## config.mk

```make
export PLATFORM = sky130hd
export DESIGN_NAME = vga_buffer_reader
export DESIGN_NICKNAME = d
export VERILOG_FILES = /design/src/rtl/vga_pkg.sv /design/src/rtl/vga_timing.sv /design/src/rtl/vga_buffer_reader.sv
export SDC_FILE = /design/constraint.sdc
export NUM_CORES = 1
export LEC_CHECK = 0
export CORE_MARGIN = 10
export CORE_UTILIZATION = 45
export DETAILED_ROUTE_END_ITERATION = 8
export HOLD_SLACK_MARGIN = 0.05
export PLACE_DENSITY = 0.67
export REMOVE_ABC_BUFFERS = 1
export SKIP_LAST_GASP = 1
export SYNTH_ARGS = -nofsm -noshare
export SYNTH_HDL_FRONTEND = slang
export SYNTH_HIERARCHICAL = 1
export SYNTH_SLANG_ARGS = --single-unit
```

## constraint.sdc

```tcl
create_clock -name clk -period 6.35 [get_ports clk]
set_clock_uncertainty 0.2 [all_clocks]
set_input_delay 1.27 -clock clk [delete_from_list [all_inputs] [get_ports clk]]
set_output_delay 1.27 -clock clk [all_outputs]
set_load 0.01 [all_outputs]
```

## src/rtl/vga_pkg.sv

```systemverilog
// Shared VGA 640x480@60 timing constants and helpers, also used by the capture side.
package vga_pkg;

   localparam int VGA_H_VIS  = 640;
   localparam int VGA_H_FP   = 16;
   localparam int VGA_H_SYNC = 96;
   localparam int VGA_H_BP   = 48;
   localparam int VGA_V_VIS  = 480;
   localparam int VGA_V_FP   = 10;
   localparam int VGA_V_SYNC = 2;
   localparam int VGA_V_BP   = 33;

   localparam int VGA_H_TOTAL = VGA_H_VIS + VGA_H_FP + VGA_H_SYNC + VGA_H_BP;
   localparam int VGA_V_TOTAL = VGA_V_VIS + VGA_V_FP + VGA_V_SYNC + VGA_V_BP;

   localparam int VGA_HS_START = VGA_H_VIS + VGA_H_FP;
   localparam int VGA_HS_END   = VGA_HS_START + VGA_H_SYNC - 1;
   localparam int VGA_VS_START = VGA_V_VIS + VGA_V_FP;
   localparam int VGA_VS_END   = VGA_VS_START + VGA_V_SYNC - 1;

   localparam int VGA_IMG_W = 320;
   localparam int VGA_IMG_H = 240;

   // Each stored pixel covers a 2x2 block on screen.
   localparam int PIX_REP = 2;

   typedef struct packed {
      logic hsync;
      logic vsync;
      logic visible;
      logic image;
      logic first;
   } tmg_flags_t;

   function automatic int cnt_w(input int n);
      return (n <= 2) ? 1 : $clog2(n);
   endfunction

   function automatic int sync_lo(input int vis, input int fp);
      return vis + fp;
   endfunction

   function automatic int sync_hi(input int vis, input int fp, input int sync);
      return vis + fp + sync - 1;
   endfunction

endpackage

```

## src/rtl/vga_timing.sv

```systemverilog
// Raster counters plus the stage-0 sync, visible and image flags.
module vga_timing
   import vga_pkg::*;
#(
   parameter int H_VIS  = VGA_H_VIS,
   parameter int H_FP   = VGA_H_FP,
   parameter int H_SYNC = VGA_H_SYNC,
   parameter int H_BP   = VGA_H_BP,
   parameter int V_VIS  = VGA_V_VIS,
   parameter int V_FP   = VGA_V_FP,
   parameter int V_SYNC = VGA_V_SYNC,
   parameter int V_BP   = VGA_V_BP,
   parameter int IMG_W  = VGA_IMG_W,
   parameter int IMG_H  = VGA_IMG_H,
   localparam int H_TOTAL = H_VIS + H_FP + H_SYNC + H_BP,
   localparam int V_TOTAL = V_VIS + V_FP + V_SYNC + V_BP,
   localparam int HW      = cnt_w(H_TOTAL),
   localparam int VW      = cnt_w(V_TOTAL)
)(
   input  logic          clk,
   input  logic          rst_n,
   output logic [HW-1:0] h_cnt,
   output logic [VW-1:0] v_cnt,
   output tmg_flags_t    flags
);

   localparam logic [HW-1:0] H_LAST = HW'(H_TOTAL - 1);
   localparam logic [VW-1:0] V_LAST = VW'(V_TOTAL - 1);
   localparam logic [HW-1:0] HS_LO  = HW'(sync_lo(H_VIS, H_FP));
   localparam logic [HW-1:0] HS_HI  = HW'(sync_hi(H_VIS, H_FP, H_SYNC));
   localparam logic [VW-1:0] VS_LO  = VW'(sync_lo(V_VIS, V_FP));
   localparam logic [VW-1:0] VS_HI  = VW'(sync_hi(V_VIS, V_FP, V_SYNC));
   localparam logic [HW-1:0] H_VISC = HW'(H_VIS);
   localparam logic [VW-1:0] V_VISC = VW'(V_VIS);
   localparam logic [HW-1:0] H_IMGC = HW'(PIX_REP * IMG_W);
   localparam logic [VW-1:0] V_IMGC = VW'(PIX_REP * IMG_H);

   always_ff @(posedge clk or negedge rst_n) begin
      if (!rst_n) begin
         h_cnt <= '0;
         v_cnt <= '0;
      end else if (h_cnt == H_LAST) begin
         h_cnt <= '0;
         v_cnt <= (v_cnt == V_LAST) ? '0 : v_cnt + 1'b1;
      end else begin
         h_cnt <= h_cnt + 1'b1;
      end
   end

   always_comb begin
      flags         = '0;
      flags.hsync   = ~((h_cnt >= HS_LO) && (h_cnt <= HS_HI));
      flags.vsync   = ~((v_cnt >= VS_LO) && (v_cnt <= VS_HI));
      flags.visible = (h_cnt < H_VISC) && (v_cnt < V_VISC);
      flags.image   = (h_cnt < H_IMGC) && (v_cnt < V_IMGC);
      flags.first   = (h_cnt == '0) && (v_cnt == '0);
   end

endmodule

```

## src/rtl/vga_buffer_reader.sv

```systemverilog
// Scans a 2x-upscaled frame buffer out to VGA; outputs lag the raster counters by 2 clk.
module vga_buffer_reader
   import vga_pkg::*;
#(
   parameter int AW     = 17,
   parameter int DW     = 16,
   parameter int IMG_W  = VGA_IMG_W,
   parameter int IMG_H  = VGA_IMG_H,
   parameter int H_VIS  = VGA_H_VIS,
   parameter int H_FP   = VGA_H_FP,
   parameter int H_SYNC = VGA_H_SYNC,
   parameter int H_BP   = VGA_H_BP,
   parameter int V_VIS  = VGA_V_VIS,
   parameter int V_FP   = VGA_V_FP,
   parameter int V_SYNC = VGA_V_SYNC,
   parameter int V_BP   = VGA_V_BP
)(
   input  logic          clk,
   input  logic          rst_n,
   output logic [AW-1:0] addr_out,
   output logic          regread,
   input  logic [DW-1:0] data_in,
   output logic          hsync,
   output logic          vsync,
   output logic          de,
   output logic [DW-1:0] rgb,
   output logic          frame_start
);

   localparam int H_TOTAL = H_VIS + H_FP + H_SYNC + H_BP;
   localparam int V_TOTAL = V_VIS + V_FP + V_SYNC + V_BP;
   localparam int HW      = cnt_w(H_TOTAL);
   localparam int VW      = cnt_w(V_TOTAL);

   localparam logic [HW-1:0] H_LAST    = HW'(H_TOTAL - 1);
   localparam logic [VW-1:0] V_LAST    = VW'(V_TOTAL - 1);
   localparam logic [VW-1:0] V_IMGC    = VW'(PIX_REP * IMG_H);
   localparam logic [AW-1:0] LINE_STEP = AW'(IMG_W);

   localparam tmg_flags_t TMG_IDLE = '{hsync: 1'b1, vsync: 1'b1, default: 1'b0};

   if (longint'(IMG_W) * longint'(IMG_H) > (longint'(1) << AW)) begin : g_chk_aw
      $error("vga_buffer_reader: IMG_W*IMG_H does not fit in AW address bits");
   end
   if (PIX_REP * IMG_W > H_VIS) begin : g_chk_w
      $error("vga_buffer_reader: upscaled image wider than visible area");
   end
   if (PIX_REP * IMG_H > V_VIS) begin : g_chk_h
      $error("vga_buffer_reader: upscaled image taller than visible area");
   end

   logic [HW-1:0] h_cnt;
   logic [VW-1:0] v_cnt;
   tmg_flags_t    flags;
   tmg_flags_t    tmg_q;
   logic          line_end;
   logic          frame_end;
   logic          img_row;
   logic [AW-1:0] line_base;
   logic [AW-1:0] offset;
   logic [AW-1:0] addr_cur;
   logic [AW-1:0] addr_q;

   vga_timing #(
      .H_VIS (H_VIS),
      .H_FP  (H_FP),
      .H_SYNC(H_SYNC),
      .H_BP  (H_BP),
      .V_VIS (V_VIS),
      .V_FP  (V_FP),
      .V_SYNC(V_SYNC),
      .V_BP  (V_BP),
      .IMG_W (IMG_W),
      .IMG_H (IMG_H)
   ) u_timing (
      .clk  (clk),
      .rst_n(rst_n),
      .h_cnt(h_cnt),
      .v_cnt(v_cnt),
      .flags(flags)
   );

   assign line_end  = (h_cnt == H_LAST);
   assign frame_end = line_end && (v_cnt == V_LAST);
   assign img_row   = (v_cnt < V_IMGC);
   assign addr_cur  = line_base + offset;

   // The buffer registers its read, so the request must go out in the stage-0 cycle.
   assign regread  = flags.image & rst_n;
   assign addr_out = flags.image ? addr_cur : addr_q;

   always_ff @(posedge clk or negedge rst_n) begin
      if (!rst_n) begin
         line_base <= '0;
         offset    <= '0;
         addr_q    <= '0;
      end else begin
         if (flags.image) addr_q <= addr_cur;
         if (line_end) begin
            offset <= '0;
            if (frame_end)
               line_base <= '0;
            else if (img_row && v_cnt[0])
               line_base <= line_base + LINE_STEP;
         end else if (flags.image && h_cnt[0]) begin
            offset <= offset + 1'b1;
         end
      end
   end

   // Stage 1 holds the flags while the buffer returns data; stage 2 is the output register.
   always_ff @(posedge clk or negedge rst_n) begin
      if (!rst_n) begin
         tmg_q       <= TMG_IDLE;
         hsync       <= 1'b1;
         vsync       <= 1'b1;
         de          <= 1'b0;
         rgb         <= '0;
         frame_start <= 1'b0;
      end else begin
         tmg_q       <= flags;
         hsync       <= tmg_q.hsync;
         vsync       <= tmg_q.vsync;
         de          <= tmg_q.visible;
         rgb         <= tmg_q.image ? data_in : '0;
         frame_start <= tmg_q.first;
      end
   end

endmodule

```

==> impl_metrics.py <==
metrics = {
    "global_route": {
        "grt_overflow": 0,
        "track_usage": 0.1340,
        "grt_pass1_vias": 3142,
        "antenna_found_initial": 0,
        "grt_max_degree": 64,
        "grt_first_pass_wirelength_um": 15920,
    },
    "synth": {
        "synthCells": 427,
        "yosysMostFrequentCell": "dfrtp_1",
        "synth_ff_type": "dfrtp_1",
        "synth.distinct_cells": 55,
        "synth_top_area_frac": 0.4794,
        "synth_area_mm2": 0.004489,
        "ys_warn_count": 6,
        "ys_ff_latch": 90,
        "synth-edff-count": 0,
        "synth_area_leaders": "dfrtp_1, ha_1, mux2_2",
        "ys_top_cells_by_count": "dfrtp_1, nor2_1, nand3_1, o21ai_0, nand2_1",
        "syn_area_per_cell_um2": 10.51,
        "synth_top_cell_by_area": "dfrtp_1",
        "ys_seq_area_frac": 0.5028,
        "synth-async-reset-ratio": 1.000,
    },
    "clocking": {
        "cts.sinks": 90,
        "cts_setup_buffers": 0,
        "cts_buffer_depth": 2,
        "cts_hold_buffers": 0,
        "tritoncts": "built",
        "root_buffer": "clkbuf_8",
        "cts.htree.levels": 3,
        "clkTransAtPathRegs_ns": 0.10,
        "ctsResizeCount": 0,
        "insertion_delay_ns": 0.37,
        "numCtsBuffers": 9,
    },
    "setup_path": {
        "crit_required_ns": 4.88,
        "crit_fanout": 27,
        "setup.worst_path.end_class": "output pin",
        "criticalPathCategory": "flop to output pin",
        "worstSetupStartpointType": "flop",
        "worstPathArrival_ns": 3.07,
    },
    "route": {
        "avgViaCountPerCell": 5.363,
        "drt_iter0_drc": 177,
        "vias": 3282,
        "drt_wl_total_um": 9379,
        "drc": 0,
        "drtPass1Iterations": 4,
        "postRouteAntennaNets": 0,
        "wl_per_cell_um": 15.33,
    },
    "timing": {
        "tns_ns": 0,
        "setup_viol": 0,
        "tightest_slew_ns": 1.155,
        "slew_viol_final": 0,
        "relSlewSlack": 0.2272,
        "fmaxAchievable_mhz": 220.1,
        "fin_crit_sh": 0.7155,
        "finalHoldViolations": 0,
        "rsz0062_at_grt": "no",
        "period_minus_slack_ns": 4.543,
    },
    "floorplan": {
        "die_h_um": 119.9,
        "ios": 56,
        "fp-row-count": 36,
        "dieArea_mm2": 0.01437,
        "core_mm2": 0.009729,
        "die_x_um": 119.9,
        "start_util": 0.4614,
    },
    "placement": {
        "hpwl_um": 6676,
        "place_area_mm2": 0.005109,
        "numPortBuffers": 55,
        "place_congestion": 0.8327,
    },
    "power": {
        "p_leak_nw": 2.254,
        "cellPowerDensity_mw_per_mm2": 194.0,
        "ir_drop_uv": 97.39,
    },
    "final_layout": {
        "syn2layout_area_growth_pct": 18.42,
        "n_antenna_cell": 0,
        "fillCellCount": 857,
        "final_cell_area_mm2": 0.005316,
        "drive_above_1_share": 0.1002,
        "final_net_count": 509,
    },
    "run": {
        "drv_cap": 0,
    },
    "status": {
        "status": "finished clean",
    },
    "hold_path": {
        "min_path_type": "flop to flop",
    },
}
## where the power goes
group          leakage, nW  internal, mW  switching, mW  total, mW
Combinational        0.989        0.0211         0.0186     0.0397
Clock                0.108         0.190          0.222      0.412
Sequential            1.16         0.578        0.00137      0.579
## cell type report
class,instances,area (um^2),area share
flip-flops and latches,90,2257,0.4246
clock buffers,9,123.9,0.02330
inverters,13,48.80,0.009179
repair buffers,56,555.5,0.1045
multi-input cells,304,2081,0.3914
clock inverters,7,83.83,0.01577
well taps,133,166.4,0.03130
## placed cells by master, fill, tap and decap left out, types with 3 or more instances in the layout
cell              n
clkbuf_8          9
and3_1            8
xor2_1           15
o21ai_1           3
nor3_1           14
nand2_1          23
a21oi_1          22
dfrtp_1          86
nand4b_1          3
o21ai_0          24
nand4_1          13
ha_1             17
mux2_2           14
nor2_1           33
clkdlybuf4s50_1  54
o31ai_1           4
xnor2_1          15
and2_1           18
dfstp_2           4
a31oi_1           7
and4_1            3
mux2i_1           4
or3_1             4
nor4_1            3
nand3_1          24
inv_1            13
## sequential cells by signal, summed over array words and instances, names as in the netlist
signal          count
addr_q             17
de                  1
frame_start         1
hsync               1
line_base          11
offset             17
rgb                16
tmg_q               5
u_timing/h_cnt     10
u_timing/v_cnt     10
vsync               1
## per-layer routing
metal,GRT usage,part of all wire
met5,0,0
met4,0.05279,0.017
met3,0.03891,0.047
met2,0.2201,0.50
met1,0.1623,0.44
## worst max-delay path, cell delays in order, from the launching register on
cell             delay [ns]
dfrtp_1                0.53
nor2_1                 0.15
nor2_1                 0.09
a211oi_4               0.93
o21ai_0                0.21
o22ai_1                0.21
clkdlybuf4s50_1        0.57
## worst paths after layout
path,slack [ns],startpoint,end,cells after the start
setup reg to reg,2.99,u_timing/h_cnt[8]$_DFF_PN0_,offset[11]$_DFFE_PN0P_,7
min in group asynchronous,0.61,rst_n,addr_q[14]$_DFF_PN0_,1
setup / recovery,1.81,u_timing/h_cnt[8]$_DFF_PN0_,addr_out[9],6
max in group asynchronous,4.25,rst_n,u_timing/v_cnt[2]$_DFFE_PN0N_,2
hold reg to reg,0.16,tmg_q[2]$_DFF_PN0_,de$_DFF_PN0_,0
hold / removal,0.16,tmg_q[2]$_DFF_PN0_,de$_DFF_PN0_,0
## metrics by stage
step                      instances  setup WS, ns    util  power, mW  hold WS [ns]
after floorplan                 407         1.927       -     0.5974        0.1312
final                           612         1.807  0.5464      1.031        0.1587
after detailed placement        596         2.160  0.5251     0.6320        0.1402
after CTS                       612         1.731  0.5464      1.049        0.1618
after global routing            612         1.527  0.5464      1.073        0.1660
after global placement          596         2.218  0.5251     0.6313        0.1343
## logic make-up (layout without fill, tap and decap cells)
logic type	count (synthesis)	in the layout	synth area share
mux	18	18	0.04404
xor+xnor	31	31	0.06215
fa+ha+maj	17	17	0.04738
buf+inv	33	85	0.03651
flops	90	90	0.5028
simple gates	165	165	0.2124
compound gates	73	73	0.09476
(Power assumes the default switching activity.)
